File: config.mk
export PLATFORM = sky130hd
export DESIGN_NAME = async_handshake_rx_ctrl
export DESIGN_NICKNAME = d
export VERILOG_FILES = /design/src/rtl/async_handshake_rx_ctrl_pkg.sv /design/src/rtl/async_handshake_rx_ctrl_sync_bit_chain.sv /design/src/rtl/async_handshake_rx_ctrl.sv
export SDC_FILE = /design/constraint.sdc
export NUM_CORES = 1
export LEC_CHECK = 0
export CORE_MARGIN = 5
export CORE_UTILIZATION = 30
export CTS_CLUSTER_DIAMETER = 40
export CTS_CLUSTER_SIZE = 40
export DETAILED_ROUTE_END_ITERATION = 6
export GPL_TIMING_DRIVEN = 1
export PLACE_DENSITY = 0.62
export SYNTH_ARGS = -nofsm -noshare
export SYNTH_HDL_FRONTEND = slang
export SYNTH_SLANG_ARGS = --single-unit
File: constraint.sdc
create_clock -name clk -period 1.6 [get_ports clk]
set_input_delay 0.24 -clock clk [delete_from_list [all_inputs] [get_ports clk]]
set_output_delay 0.24 -clock clk [all_outputs]
set_load 0.02 [all_outputs]
File: src/rtl/async_handshake_rx_ctrl_pkg.sv
// Shared types for the 4-phase handshake receive controller.
package async_handshake_rx_ctrl_pkg;

  typedef enum logic [1:0] {
    ST_IDLE  = 2'd0,
    ST_VALID = 2'd1,
    ST_ACK   = 2'd2
  } rx_state_e;

  localparam int MIN_SYNC_STAGES = 2;
  localparam int MAX_SYNC_STAGES = 4;

endpackage

File: src/rtl/async_handshake_rx_ctrl_sync_bit_chain.sv
// Single-bit flop chain bringing an asynchronous level into the clk domain.
module sync_bit_chain #(
  parameter int STAGES = 2
) (
  input  logic clk,
  input  logic rst,
  input  logic d,
  output logic q
);

  logic [STAGES-1:0] ff_q;

  always_ff @(posedge clk) begin
    if (rst) ff_q <= '0;
    else     ff_q <= {ff_q[STAGES-2:0], d};
  end

  assign q = ff_q[STAGES-1];

endmodule

File: src/rtl/async_handshake_rx_ctrl.sv
// Receive side of a 4-phase req/ack crossing: synchronize req, capture the
// quasi-static data bus once, hand it out on valid/ready, then sequence ack.
module async_handshake_rx_ctrl
  import async_handshake_rx_ctrl_pkg::*;
#(
  parameter int DATA_W      = 8,
  parameter int SYNC_STAGES = 2,
  parameter int CNT_W       = 16
) (
  input  logic              clk,
  input  logic              rst,
  input  logic              req_async,
  input  logic [DATA_W-1:0] data_async,
  output logic              ack_out,
  output logic              out_valid,
  input  logic              out_ready,
  output logic [DATA_W-1:0] out_data,
  output logic [CNT_W-1:0]  xfer_count
);

  // Out-of-range depths are pulled back into the supported window.
  localparam int STAGES_EFF = (SYNC_STAGES < MIN_SYNC_STAGES) ? MIN_SYNC_STAGES :
                              (SYNC_STAGES > MAX_SYNC_STAGES) ? MAX_SYNC_STAGES :
                              SYNC_STAGES;

  logic req_s;

  sync_bit_chain #(.STAGES(STAGES_EFF)) u_req_sync (
    .clk (clk),
    .rst (rst),
    .d   (req_async),
    .q   (req_s)
  );

  rx_state_e         state_q, state_d;
  logic              ack_q, ack_d;
  logic              valid_q, valid_d;
  logic [DATA_W-1:0] data_q, data_d;
  logic [CNT_W-1:0]  cnt_q, cnt_d;

  always_ff @(posedge clk) begin
    if (rst) begin
      state_q <= ST_IDLE;
      ack_q   <= 1'b0;
      valid_q <= 1'b0;
      data_q  <= '0;
      cnt_q   <= '0;
    end else begin
      state_q <= state_d;
      ack_q   <= ack_d;
      valid_q <= valid_d;
      data_q  <= data_d;
      cnt_q   <= cnt_d;
    end
  end

  always_comb begin
    state_d = state_q;
    ack_d   = ack_q;
    valid_d = valid_q;
    data_d  = data_q;
    cnt_d   = cnt_q;
    unique case (state_q)
      // data_async is guaranteed stable once req_s is seen high.
      ST_IDLE: begin
        if (req_s) begin
          data_d  = data_async;
          valid_d = 1'b1;
          state_d = ST_VALID;
        end
      end
      ST_VALID: begin
        if (valid_q && out_ready) begin
          valid_d = 1'b0;
          ack_d   = 1'b1;
          cnt_d   = cnt_q + CNT_W'(1);
          state_d = ST_ACK;
        end
      end
      // A req that already dropped during VALID releases ack on the next edge.
      ST_ACK: begin
        if (!req_s) begin
          ack_d   = 1'b0;
          state_d = ST_IDLE;
        end
      end
      default: state_d = ST_IDLE;
    endcase
  end

  assign ack_out    = ack_q;
  assign out_valid  = valid_q;
  assign out_data   = data_q;
  assign xfer_count = cnt_q;

endmodule

* Word-level counts from Yosys, hierarchy flattened
Cells that the tools add are included.
Word-level totals: bits in registers 30
Operators by class: multiplexer cells 10, add/subtract/negate cells 1, equality and inequality tests 5, reductions and logical operators 9
Operator list (number):
- adder 16 x 1 -> 16 bit (second input constant) | 1
- AND reduction 3 bit | 3
- 2-to-1 mux 2 bit | 3
- one-hot mux 2 bit (3 select lines) | 1
- 2-to-1 mux 1 bit | 4
- != test 2 bit (second input constant) | 2
- one-hot mux 1 bit (2 select lines) | 2
- AND reduction 2 bit | 2
- nonzero test 2 bit | 2
- equality test 2 x 1 -> 1 bit (second input constant) | 1
- equality test 2 bit (second input constant) | 1
- logical NOT 2 bit | 1
- != test 2 x 1 -> 1 bit (second input constant) | 1
- logical AND 1 bit | 1

* Depth between registers and ports, before layout
word-level depth 3, mapped depth 5, depth with buffers taken out 5

* Hierarchy
A second synthesis with hierarchy kept.
Second synthesis, totals: cell total of the unflattened synthesis 129, area total of the unflattened synthesis 1221.2 um^2
By module, submodules not included:
- async_handshake_rx_ctrl | area an instance 1168.6 um^2, cells each 125, times used 1
- sync_bit_chain | area an instance 52.6 um^2, cells each 4, times used 1

* Worst setup path after synthesis
Ideal clock, no wire load.
path kind flip-flop to flip-flop, start point reg valid_q, in the netlist out_valid, end point reg cnt_q[15], in the netlist xfer_count[15], cell stages (with the launch flop) 5, data arrival time 1.533 ns, period minus slack after synthesis 1.604 ns, path slack -0.004 ns, buffers on the path 0, cell sequence dfxtp_1 -> nand4b_4 -> or2_4 -> or4_1 -> a21oi_1
On the way: cells in the longest elaborated chain, start to end 2
Ends and longest elaborated chain:
- start, declared | line async_handshake_rx_ctrl.sv:37 | logic valid_q, valid_d;
- start signal, assigned | line async_handshake_rx_ctrl.sv:51 | valid_q <= valid_d;
- logical AND 1 bit | line async_handshake_rx_ctrl.sv:73 | if (valid_q && out_ready) begin
- AND reduction 2 bit (no line)
- end signal, assigned | line async_handshake_rx_ctrl.sv:53 | cnt_q <= cnt_d;
- end, declared | line async_handshake_rx_ctrl.sv:39 | logic [CNT_W-1:0] cnt_q, cnt_d;
Every way passes these cells. A chain may end at the register's enable or synchronous reset.

* Final worst setup path
start point reg cnt_q[6], in the netlist xfer_count[6], end point reg cnt_q[15], in the netlist xfer_count[15]
On the way: cells in the longest elaborated chain, start to end 1
Ends and longest elaborated chain:
- adder 16 x 1 -> 16 bit | line async_handshake_rx_ctrl.sv:76 | cnt_d = cnt_q + CNT_W'(1);
Every way passes these cells.

==> flow_summary.toml <==
[detailed_routing]
vias = 1112
drt_wl_total_um = 3220
dr.pass1.iters = 3
viasPerCell = 4.77
wire_per_inst_um = 13.8
first_iter_violations = 44
ant_nets = 0
drc_errors = 0

[setup_path]
startpoint_type = "register"
critPathKind = "reg -> reg"
critPathRequiredTime_ns = 1.81
cpMaxStageDelayCell = "or4_1"
crit_family = "simple AND/OR/NAND/NOR gates"
crit_chain = "and4_4, nand4_1, or4_1, a21oi_1"
cpPeakStageDelay_ns = 0.46
crit_fanout = 5
cp_data_arrival_time_ns = 1.79
end_kind = "register"
crit_buf_inv = 0

[clock_tree]
holdBufCountCts = 0
cts_sinks = 30
numCtsBuffers = 5
clk_path_buf_depth = 2
cts-htree-levels = 2
cts_setup_buffers = 0
cts-root-buf = "clkbuf_8"
cts_tree = "built"
clk_pin_slew_ns = 0.07
clock_latency_ns = 0.29

[placed_design]
place.gp.congestion = 0.765
port_buffers = 37
post-dp-hpwl_um = 2330
dp_cells = 226
dpl_cell_area_um2 = 1740
dpl_worst_slack_ns = -0.271

[floorplanning]
initial_core_util = 0.308
die_area_um2 = 5460
die_y_um = 73.9
die_w_um = 73.9
pin_count = 38
row_count = 23
core-area_um2 = 3970

[yosys]
netlist_area_um2 = 1220
synth.avg_cell_area_um2 = 9.42
synth_nets = 143
synth_area_leaders = "dfxtp_1, nor2_1, mux2i_1, xor2_1, a21oi_1"
synth_warnings = 0
synth-seq-area-share = 0.490
netlist_instances = 130
yosys.cell_types.count = 33
synth_seq_cells = 30
synth_top_area_frac = 0.490
yosys.area.top_type = "dfxtp_1"

[power_and_ir_drop]
p_leak_nw = 0.785
powerDensity_nw_per_um2 = 778
total_power_mw = 1.44
ir_worst_vdd_v = 0.000495

[sta]
finalSetupViolations = 0
relSlewSlack = 0.806
hold_viol_final = 0
worst_slew_pin_slew_ns = 0.288
fmax_mhz = 636
period_share = 0.982
min_period_ns = 1.57
layout_setup_ws_ns = 0.0283
skew_ns = 0.00949
finalMaxSlewViolations = 0
worst_hold_slack_ns = 0.405

[outcome]
status = "complete, no violations"

[grt]
grt_use_total = 0.124
overflow = 0
grt_max_degree = 17
antenna_found_initial = 0
grt_pass1_wl_um = 5150
grt_pass1_vias = 1139

[layout]
diodes = 0
layout.cells.non_filler = 233
fin_area_um2 = 1850
drive_above_1_share = 0.186
syn_to_final_growth_pct = 51.1
nets = 196

[worst_hold_path]
min_path_type = "in -> reg"

[job]
maxCapViolCount = 0
## path summary, 6_finish.rpt
| check | startpoint | endpoint | slack, ns | cells past startpoint |
|---|---|---|---|---|
| worst max-delay path | xfer_count[6]$_SDFFE_PP0P_ | xfer_count[15]$_SDFFE_PP0P_ | 0.03 | 4 |
| worst min-delay path | out_ready | state_q[0]$_SDFFE_PP0P_ | 0.40 | 3 |
| worst max register to register | xfer_count[6]$_SDFFE_PP0P_ | xfer_count[15]$_SDFFE_PP0P_ | 0.03 | 4 |
| worst min register to register | u_req_sync.ff_q[0]$_SDFF_PP0_ | u_req_sync.ff_q[1]$_SDFF_PP0_ | 0.44 | 1 |
## power breakdown
group / switching [mW] / internal [mW]
Clock: 0.283 / 0.291
Sequential: 0.00967 / 0.760
Combinational: 0.0428 / 0.0543
Total: 0.335 / 1.11
## routing by layer
| metal | global-route usage | vias to the layer above | share of wire | wire length (um) |
|---|---|---|---|---|
| li1 | - | 557 | - | - |
| met1 | 0.135 | 521 | 0.40 | 1300 |
| met2 | 0.217 | 27 | 0.53 | 1710 |
| met3 | 0.0451 | 7 | 0.051 | 163 |
| met4 | 0.0483 | 0 | 0.016 | 53 |
| met5 | 0 | - | 0 | 0 |
## Yosys cell counts
cell and count:
clkbuf_1 2, and3_1 3, nand4_1 5, buf_1 1, o31ai_1 2, nand3_1 6
or3_1 1, nand3b_1 1, or3_2 1, nor3b_1 1, and3_2 1, buf_2 1
o21ai_0 2, inv_1 2, and2_1 1, mux2_2 1, nor2_1 22, nor2b_1 3
or2_4 1, or4_1 2, nand4b_4 1, and4_1 1, nand2_1 6, xor2_1 6
dfxtp_1 30, ha_1 1, xnor2_1 4, mux2i_1 8, buf_4 1, and4b_2 1
a21oi_1 8, nor4_1 2, nor3_1 2
## tightest hold or removal path: stages
cell,delay (ns)
dlymetal6s2s_1,0.17
and3_2,0.20
nor4_1,0.04
## cell usage in the layout (no fill, tap or decap), drive strengths merged, types with 3 or more instances in the layout
cell type,n
nor2,22
dfxtp,30
mux2i,8
buf,14
nand4,5
a21oi,8
clkbuf,5
nand2,6
and3,4
xnor2,4
dlymetal6s2s,6
xor2,6
nor2b,3
clkdlybuf4s50,30
nand3,6
## area by class of cell
class	instances	area, um^2
clock inverter	2	10.0
inverter	2	7.51
sequential	30	606
timing repair buffer	51	489
multi-input combinational	93	607
fill	396	2120
tap	50	62.6
clock buffer	5	68.8
## registers in the layout (all words and copies together), names as in the netlist
signal / cells
out_data: 8
out_valid: 1
ack_out: 1
state_q: 2
xfer_count: 16
u_req_sync.ff_q: 2
## logic make-up (layout without fill, tap and decap cells)
group | Yosys count | count (layout) | synth area share
multiplexers | 9 | 9 | 0.0746
flip-flops | 30 | 30 | 0.490
XOR/XNOR | 10 | 10 | 0.0715
adder cells (fa/ha/maj) | 1 | 1 | 0.0102
AND/OR/NAND/NOR | 61 | 61 | 0.275
AO/OA/AOI/OAI | 12 | 12 | 0.0531
buffers and inverters | 7 | 60 | 0.0255
## timing repair
action / in CTS / in global routing
resized for setup: 1 / 13
endpoints found under the setup margin: 1 / 8
gates cloned: 0 / 0
## per-stage QoR
stage	utilization	setup TNS, ns
after floorplan	-	0
after global placement	0.438	-1.06
after detailed placement	0.438	-1.25
after CTS	0.458	0
after global routing	0.466	-0.0358
final	0.466	0
No activity file was read; power rests on OpenSTA's default activity.
